File: src/rtl/vector_sequencer.sv
// Vector sequencer: replays a loaded table of {chk, vrst, vin, exp} entries into a DUT,
// one vector per clock. The DUT response is compared against the expected value a fixed
// number of cycles after launch. A saturating error count and the index of the first
// mismatching vector are reported.
module vector_sequencer #(
  parameter int unsigned IN_W    = 8,
  parameter int unsigned OUT_W   = 19,
  parameter int unsigned DEPTH   = 66,
  parameter int unsigned ADDR_W  = 7,
  parameter int unsigned CHK_LAT = 1,
  parameter int unsigned ERR_W   = 16
) (
  input  logic                    clk,
  input  logic                    rst,
  input  logic                    ld_en,
  input  logic [ADDR_W-1:0]       ld_addr,
  input  logic [2+IN_W+OUT_W-1:0] ld_data,
  input  logic [ADDR_W:0]         len,
  input  logic                    loop_en,
  input  logic                    start,
  input  logic                    abort,
  input  logic [OUT_W-1:0]        dut_out,
  output logic                    dut_rst,
  output logic [IN_W-1:0]         dut_in,
  output logic                    busy,
  output logic                    done,
  output logic [ADDR_W-1:0]       vec_idx,
  output logic [ERR_W-1:0]        err_cnt,
  output logic [ADDR_W-1:0]       first_err,
  output logic                    err_seen
);

  localparam int unsigned EntW = 2 + IN_W + OUT_W;

  typedef enum logic [1:0] {
    StIdle,
    StRun,
    StDrain,
    StDone
  } state_e;

  state_e            state_q;
  logic [EntW-1:0]   table_q [DEPTH];
  logic [ADDR_W-1:0] last_idx_q;
  logic              loop_q;
  logic [2:0]        drain_q;

  // Compare pipeline: one slot per cycle of check latency.
  logic              pipe_vld_q [CHK_LAT];
  logic              pipe_chk_q [CHK_LAT];
  logic [OUT_W-1:0]  pipe_exp_q [CHK_LAT];
  logic [ADDR_W-1:0] pipe_idx_q [CHK_LAT];

  logic              launch;
  logic [ADDR_W-1:0] launch_idx;
  logic [EntW-1:0]   launch_ent;
  logic              ent_chk;
  logic              ent_rst;
  logic [IN_W-1:0]   ent_in;
  logic [OUT_W-1:0]  ent_exp;
  logic              flush;
  logic              clr;
  logic              mismatch;

  // Decide whether a vector is launched this cycle and which table entry it is.
  always_comb begin
    launch     = 1'b0;
    launch_idx = '0;
    case (state_q)
      StIdle: begin
        if (start && (len != '0)) begin
          launch     = 1'b1;
          launch_idx = '0;
        end
      end
      StRun: begin
        if (!abort) begin
          if (vec_idx == last_idx_q) begin
            if (loop_q) begin
              launch     = 1'b1;
              launch_idx = '0;
            end
          end else begin
            launch     = 1'b1;
            launch_idx = vec_idx + 1'b1;
          end
        end
      end
      default: begin
        launch     = 1'b0;
        launch_idx = '0;
      end
    endcase
  end

  // Table read; indices beyond the table replay as an all-zero, unchecked entry.
  always_comb begin
    launch_ent = '0;
    if (32'(launch_idx) < DEPTH) begin
      launch_ent = table_q[launch_idx];
    end
  end

  assign ent_chk = launch_ent[EntW-1];
  assign ent_rst = launch_ent[EntW-2];
  assign ent_in  = launch_ent[IN_W+OUT_W-1:OUT_W];
  assign ent_exp = launch_ent[OUT_W-1:0];

  assign flush = abort && (state_q != StIdle);
  assign clr   = start && (state_q == StIdle);

  assign mismatch = pipe_vld_q[CHK_LAT-1] && pipe_chk_q[CHK_LAT-1] &&
                    (dut_out != pipe_exp_q[CHK_LAT-1]);

  // Table load: only while idle and only for addresses inside the table.
  always_ff @(posedge clk) begin
    if (ld_en && (state_q == StIdle) && (32'(ld_addr) < DEPTH)) begin
      table_q[ld_addr] <= ld_data;
    end
  end

  // Playback FSM with registered DUT drive and status outputs.
  always_ff @(posedge clk or posedge rst) begin
    if (rst) begin
      state_q    <= StIdle;
      dut_rst    <= 1'b1;
      dut_in     <= '0;
      busy       <= 1'b0;
      done       <= 1'b0;
      vec_idx    <= '0;
      last_idx_q <= '0;
      loop_q     <= 1'b0;
      drain_q    <= '0;
    end else begin
      done <= 1'b0;
      case (state_q)
        StIdle: begin
          dut_rst <= 1'b1;
          dut_in  <= '0;
          if (start) begin
            loop_q     <= loop_en;
            last_idx_q <= ADDR_W'(len - 1'b1);
            if (len == '0) begin
              state_q <= StDone;
              done    <= 1'b1;
            end else begin
              state_q <= StRun;
              busy    <= 1'b1;
              vec_idx <= launch_idx;
              dut_rst <= ent_rst;
              dut_in  <= ent_in;
            end
          end
        end
        StRun: begin
          if (abort) begin
            state_q <= StIdle;
            dut_rst <= 1'b1;
            dut_in  <= '0;
            busy    <= 1'b0;
            vec_idx <= '0;
          end else if (launch) begin
            vec_idx <= launch_idx;
            dut_rst <= ent_rst;
            dut_in  <= ent_in;
          end else begin
            // Last vector issued: park the DUT while its final response is checked.
            state_q <= StDrain;
            dut_rst <= 1'b1;
            dut_in  <= '0;
            drain_q <= 3'(CHK_LAT - 1);
          end
        end
        StDrain: begin
          if (abort) begin
            state_q <= StIdle;
            busy    <= 1'b0;
            vec_idx <= '0;
          end else if (drain_q == '0) begin
            state_q <= StDone;
            busy    <= 1'b0;
            done    <= 1'b1;
          end else begin
            drain_q <= drain_q - 1'b1;
          end
        end
        StDone: begin
          state_q <= StIdle;
        end
        default: begin
          state_q <= StIdle;
          dut_rst <= 1'b1;
          dut_in  <= '0;
          busy    <= 1'b0;
        end
      endcase
    end
  end

  // Compare pipeline: carries {chk, exp, idx} alongside each launched vector.
  always_ff @(posedge clk or posedge rst) begin
    if (rst) begin
      for (int unsigned i = 0; i < CHK_LAT; i++) begin
        pipe_vld_q[i] <= 1'b0;
        pipe_chk_q[i] <= 1'b0;
        pipe_exp_q[i] <= '0;
        pipe_idx_q[i] <= '0;
      end
    end else begin
      pipe_vld_q[0] <= launch && !flush;
      pipe_chk_q[0] <= ent_chk;
      pipe_exp_q[0] <= ent_exp;
      pipe_idx_q[0] <= launch_idx;
      for (int unsigned i = 1; i < CHK_LAT; i++) begin
        pipe_vld_q[i] <= pipe_vld_q[i-1] && !flush;
        pipe_chk_q[i] <= pipe_chk_q[i-1];
        pipe_exp_q[i] <= pipe_exp_q[i-1];
        pipe_idx_q[i] <= pipe_idx_q[i-1];
      end
    end
  end

  // Error accounting: saturating count plus index of the first failure.
  always_ff @(posedge clk or posedge rst) begin
    if (rst) begin
      err_cnt   <= '0;
      first_err <= '0;
      err_seen  <= 1'b0;
    end else if (clr) begin
      err_cnt   <= '0;
      first_err <= '0;
      err_seen  <= 1'b0;
    end else if (mismatch && !flush) begin
      if (err_cnt != {ERR_W{1'b1}}) begin
        err_cnt <= err_cnt + 1'b1;
      end
      if (!err_seen) begin
        first_err <= pipe_idx_q[CHK_LAT-1];
        err_seen  <= 1'b1;
      end
    end
  end

endmodule
File: config.mk
export PLATFORM = sky130hd
export DESIGN_NAME = vector_sequencer
export DESIGN_NICKNAME = d
export VERILOG_FILES = /design/src/rtl/vector_sequencer.sv
export SDC_FILE = /design/constraint.sdc
export NUM_CORES = 2
export LEC_CHECK = 0
export CAP_MARGIN = 20
export CORE_UTILIZATION = 47
export CTS_CLUSTER_SIZE = 10
export DETAILED_ROUTE_END_ITERATION = 8
export PLACE_DENSITY_LB_ADDON = 0.25
export SKIP_CTS_REPAIR_TIMING = 1
export SKIP_LAST_GASP = 1
export SYNTH_ARGS = -nofsm -noshare
export SYNTH_HDL_FRONTEND = slang
export SYNTH_SLANG_ARGS = --single-unit
File: constraint.sdc
create_clock -name clk -period 4.3 [get_ports clk]
set_input_delay 0.645 -clock clk [delete_from_list [all_inputs] [get_ports clk]]
set_output_delay 0.645 -clock clk [all_outputs]
set_load 0.005 [all_outputs]
==> results <==
- By area, the combinational part of the netlist is dominated by compound AO/OA/AOI/OAI gates.
- The headroom to the max-slew limit is approximately a fifth.
- The placer congestion estimate is 0.942.
- The run finished, with violations left.
- The TritonCTS clock tree is built.
- Ranked by total cell area, the synthesized netlist is headed by sky130_fd_sc_hd__edfxtp_1 73%, sky130_fd_sc_hd__nand2_1 3.0%, sky130_fd_sc_hd__a221oi_1 2.9%.
- Max-cap violations in this run came to 0.
- The number of antenna violations at the first check in global routing is 18.
- The count of distinct cell types in the synthesized netlist is ~100.
- The analysis attributes to cell leakage a power of between 20 and 30 nW.
- The number of routed nets with antenna violations is 0.
- The clock tree root buffer cell is sky130_fd_sc_hd__clkbuf_16.
- The clock network accounts for a little over a third of the total power.
- For this run the aggregate overflow at the end of global routing stands at 0.
- The number of buffers inserted during clock tree synthesis is 220.
- The number of global-route vias before repair was slightly below 50000.
- Pin placement for this block handled around 110 I/O pins.
- The signed area change from the synthesized netlist to the final layout is 17.1%.
- Data on the critical path is required at its endpoint by 5.01 ns.
- In the post-synthesis netlist, the cell with the most instances is sky130_fd_sc_hd__edfxtp_1.
- The type of origin of the critical path is a flip-flop.
- For this block, the initial DRC count from the detailed router was around 8800.
- Once placement completed, the tool counted placed cells totaling roughly 7400.
- Summing all non-filler instances in the final layout gives an area of 91600 um2.
- The register-to-register path setup slack is roughly 0.11 ns.
- The total number of vias is around 52000.
- The instance area after placement is roughly 85000 um2.
- The portion of synthesized area spent on multiplexers is under 10%.
- The number of instances in the synthesized netlist is around 5000.
- The half-perimeter wire length of the detailed placement result is roughly 170000 um.
- The DRC violation count after routing is 78.
- The total length of routed wires is ~280000 um.
- The switching fraction of total power is between 20% and 30%.
- The number of flops mapped to enable cells by yosys is between 1500 and 2000.
- The worst clock skew on the final layout is around 0.040 ns.
- The floorplan row count is between 100 and 150.
- The region available for standard cell placement spans 165000 um2.
- Setup violations remaining at the end of the flow were counted as 0.
- The die covers around 170000 um2.
- The clock tree synthesis step divided the H-tree into 4 levels.
- The pre-antenna-repair detailed-routing pass consisted of 8 iterations.
- The number of cells in the finished layout apart from fillers is about 7700.
- The net load switching power is around 0.014 W.
- The dominant register cell in the synthesized netlist is sky130_fd_sc_hd__edfxtp_1.
- Entering global routing, the biggest net connects between 80 and 90 pins.
- Dividing total power by cell area gives a power density of roughly 520 nW/um2.
- For the finished layout, the period the worst path requires is roughly 4.2 ns.
- Data arrives at the worst endpoint at 4.90 ns.
- The first global-routing pass estimated 384000 um of wire.
- Global routing consumed, over all layers together, around a third of the routing resources.
- The proportion of synthesized flip-flops having asynchronous set or reset is under 10%.
- Clock-pin slew was measured on the worst setup and hold paths at 0.06 ns.
- The initial core utilization is between 40% and 50%.
- The ratio of final minimum period to clock period is between 90% and 100%.
- The number of flip-flops and latches in the synthesized netlist is 1997.
- The synthesized netlist devotes 6.36% of its cell area to simple gates.
- The height of the chip is 410 um.
- The share of power burned in combinational logic is 18.7%.
- The post-synthesis sequential area ratio is roughly three quarters.
- By count the netlist is led by 1914 x sky130_fd_sc_hd__edfxtp_1, 635 x sky130_fd_sc_hd__nand2_1, 262 x sky130_fd_sc_hd__a221oi_1, 193 x sky130_fd_sc_hd__a21oi_1, 164 x sky130_fd_sc_hd__nor2_1.
- Dividing the detail-routed wire length by the instance count gives 35.9 um.
- Timing would allow up to 239 MHz.
- The combined area of all synthesized cells is 78200 um2.
- The top cell type by total area after synthesis is sky130_fd_sc_hd__edfxtp_1.
- The final number of hold-violating endpoints is 0.
- The type of destination of the critical path is a flip-flop.
- The count of synthesis-stage warnings from yosys is 0.
- At the pin with the least slew margin, the transition time is 1.22 ns.
- The critical path is of the flip-flop to flip-flop type.
- The top cell type's share of synthesized area is between 70% and 80%.
- The maximum count of clock buffers along a single path is 3.
- A synthesized cell averages between 15 and 20 um2.
- The number of sinks handled by clock tree synthesis is ~2000.
- Of the cells placed in the final design, the portion with a size suffix greater than 1 is between 15 and 20%.
- Measured along the x axis, the die boundary spans just over 400 um.
- For this run, the post-layout net count is about 5500.
- The xor/xnor share of the synthesized area is less than 1%.
- The post-detailed-route via-to-cell ratio is 6.74.
- The number of input and output port buffers inserted is 110.
- The synthesized netlist devotes between 10% and 20% of its cell area to compound gates.
- Internal power comes to around 0.034 W.
- The path class of the tightest hold or removal check is primary input to flip-flop.
- The peak ir drop on the vdd network is between 0.3 and 0.4 mV.
- The post-route core utilization is between 50% and 60%.
- The fraction of power consumed by sequential logic is roughly 46%.
- The checks that failed: design-rule violations.
- The final count of pins violating max slew is 0.
- The number of nets in the synthesized netlist is between 5000 and 6000.
- Along the worst path, the maximum fanout reaches 81.
- At the later pin of the worst-skew pair, clock insertion delay measures between 0.8 and 0.9 ns.
- The adder and majority gate portion of the synthesized area is 0.160%.
- Setup repair after global routing left no endpoint under its margin.
[kinds of logic (layout without fill, tap and decap cells)]
group                      Yosys count  after routing
other                                0              7
and+or+nand+nor                   1143           1143
DFF                               1997           1997
xor gates and xnor gates            51             51
AOI/OAI and AO/OA                 1272           1272
adders and majority gates           10             10
muxes                              186            186
buffers and inverters              359            883
[sequential cells by signal, summed over array words and instances (netlist names), 7 cells and up]
signal	count
dut_in	8
err_cnt	16
first_err	7
last_idx_q	7
pipe_exp_q	19
pipe_idx_q	7
table_q	1914
vec_idx	7
[path summary, 6_finish.rpt]
kind,cells past startpoint,to,from
worst max-delay path,11,pipe_exp_q[16]$_DFF_PP0_,vec_idx[0]$_DFFE_PP0P_
worst min-delay path,1,table_q[50][9]$_DFFE_PP_,ld_data[9]
worst max register to register,11,pipe_exp_q[16]$_DFF_PP0_,vec_idx[0]$_DFFE_PP0P_
worst min register to register,2,busy$_DFFE_PP0P_,busy$_DFFE_PP0P_
max in group asynchronous,3,pipe_exp_q[16]$_DFF_PP0_,rst
min in group asynchronous,2,last_idx_q[2]$_DFFE_PP0P_,rst
[routing by layer]
layer  global-route usage, %  part of all wire (%)
met1                    44.3                    36
met2                    48.3                    44
met5                       0                 0.059
met3                    9.68                    14
met4                    15.5                   5.4
[worst max-delay path: stages, from the launching register on]
cell and delay, ns:
sky130_fd_sc_hd__dfrtp_4 0.45, sky130_fd_sc_hd__buf_12 0.43, sky130_fd_sc_hd__nand3_2 0.25, sky130_fd_sc_hd__xnor2_2 0.22, sky130_fd_sc_hd__buf_4 0.22, sky130_fd_sc_hd__a211oi_4 0.40, sky130_fd_sc_hd__buf_4 0.45, sky130_fd_sc_hd__buf_4 0.30
sky130_fd_sc_hd__a32oi_1 0.08, sky130_fd_sc_hd__a22oi_1 0.65, sky130_fd_sc_hd__o22a_1 0.43, sky130_fd_sc_hd__nor4_1 0.08
[area by class of cell]
class,instances,area (um2)
Multi-Input combinational cell,2662,17600
Timing Repair Buffer,543,5440
Tap cell,2189,2740
Sequential cell,1997,59600
Antenna cell,7,17.5
Inverter,16,82.6
Clock buffer,308,5930
Fill cell,12788,73400
Clock inverter,16,236
[stage by stage]
step / total power [W] / setup TNS, ns / hold slack, ns / setup slack (ns)
detailed placement: 0.0309 / -0.492 / 0.473 / -0.220
CTS: 0.0475 / 0 / -0.0512 / 0.125
global route: 0.0487 / 0 / 0.189 / 0.0887
floorplan: 0.0267 / 0 / 0.450 / 1.00
global placement: 0.0309 / -0.767 / 0.463 / -0.320
finish: 0.0477 / 0 / 0.199 / 0.109
[power groups by stage]
stage / combinational (W) / sequential, W / clock (W)
2_1_floorplan: 0.00463 / 0.0221 / 0
3_3_place_gp: 0.00855 / 0.0223 / 0
3_5_place_dp: 0.00863 / 0.0223 / 0
4_1_cts: 0.00867 / 0.0219 / 0.0169
5_1_grt: 0.00921 / 0.0219 / 0.0176
6_report: 0.00891 / 0.0219 / 0.0168
[placed cells by master (no fill, tap or decap), drive strengths merged, types with 82 or more instances in the layout]
master  count
edfxtp   1914
a31oi      87
nand3     138
dfrtp      82
a21oi     194
a22oi      94
clkbuf    308
o21ai     156
a221oi    263
nand2     637
nor3       83
mux2i     162
buf       461
nor2      168
(Power assumes the default switching activity.)
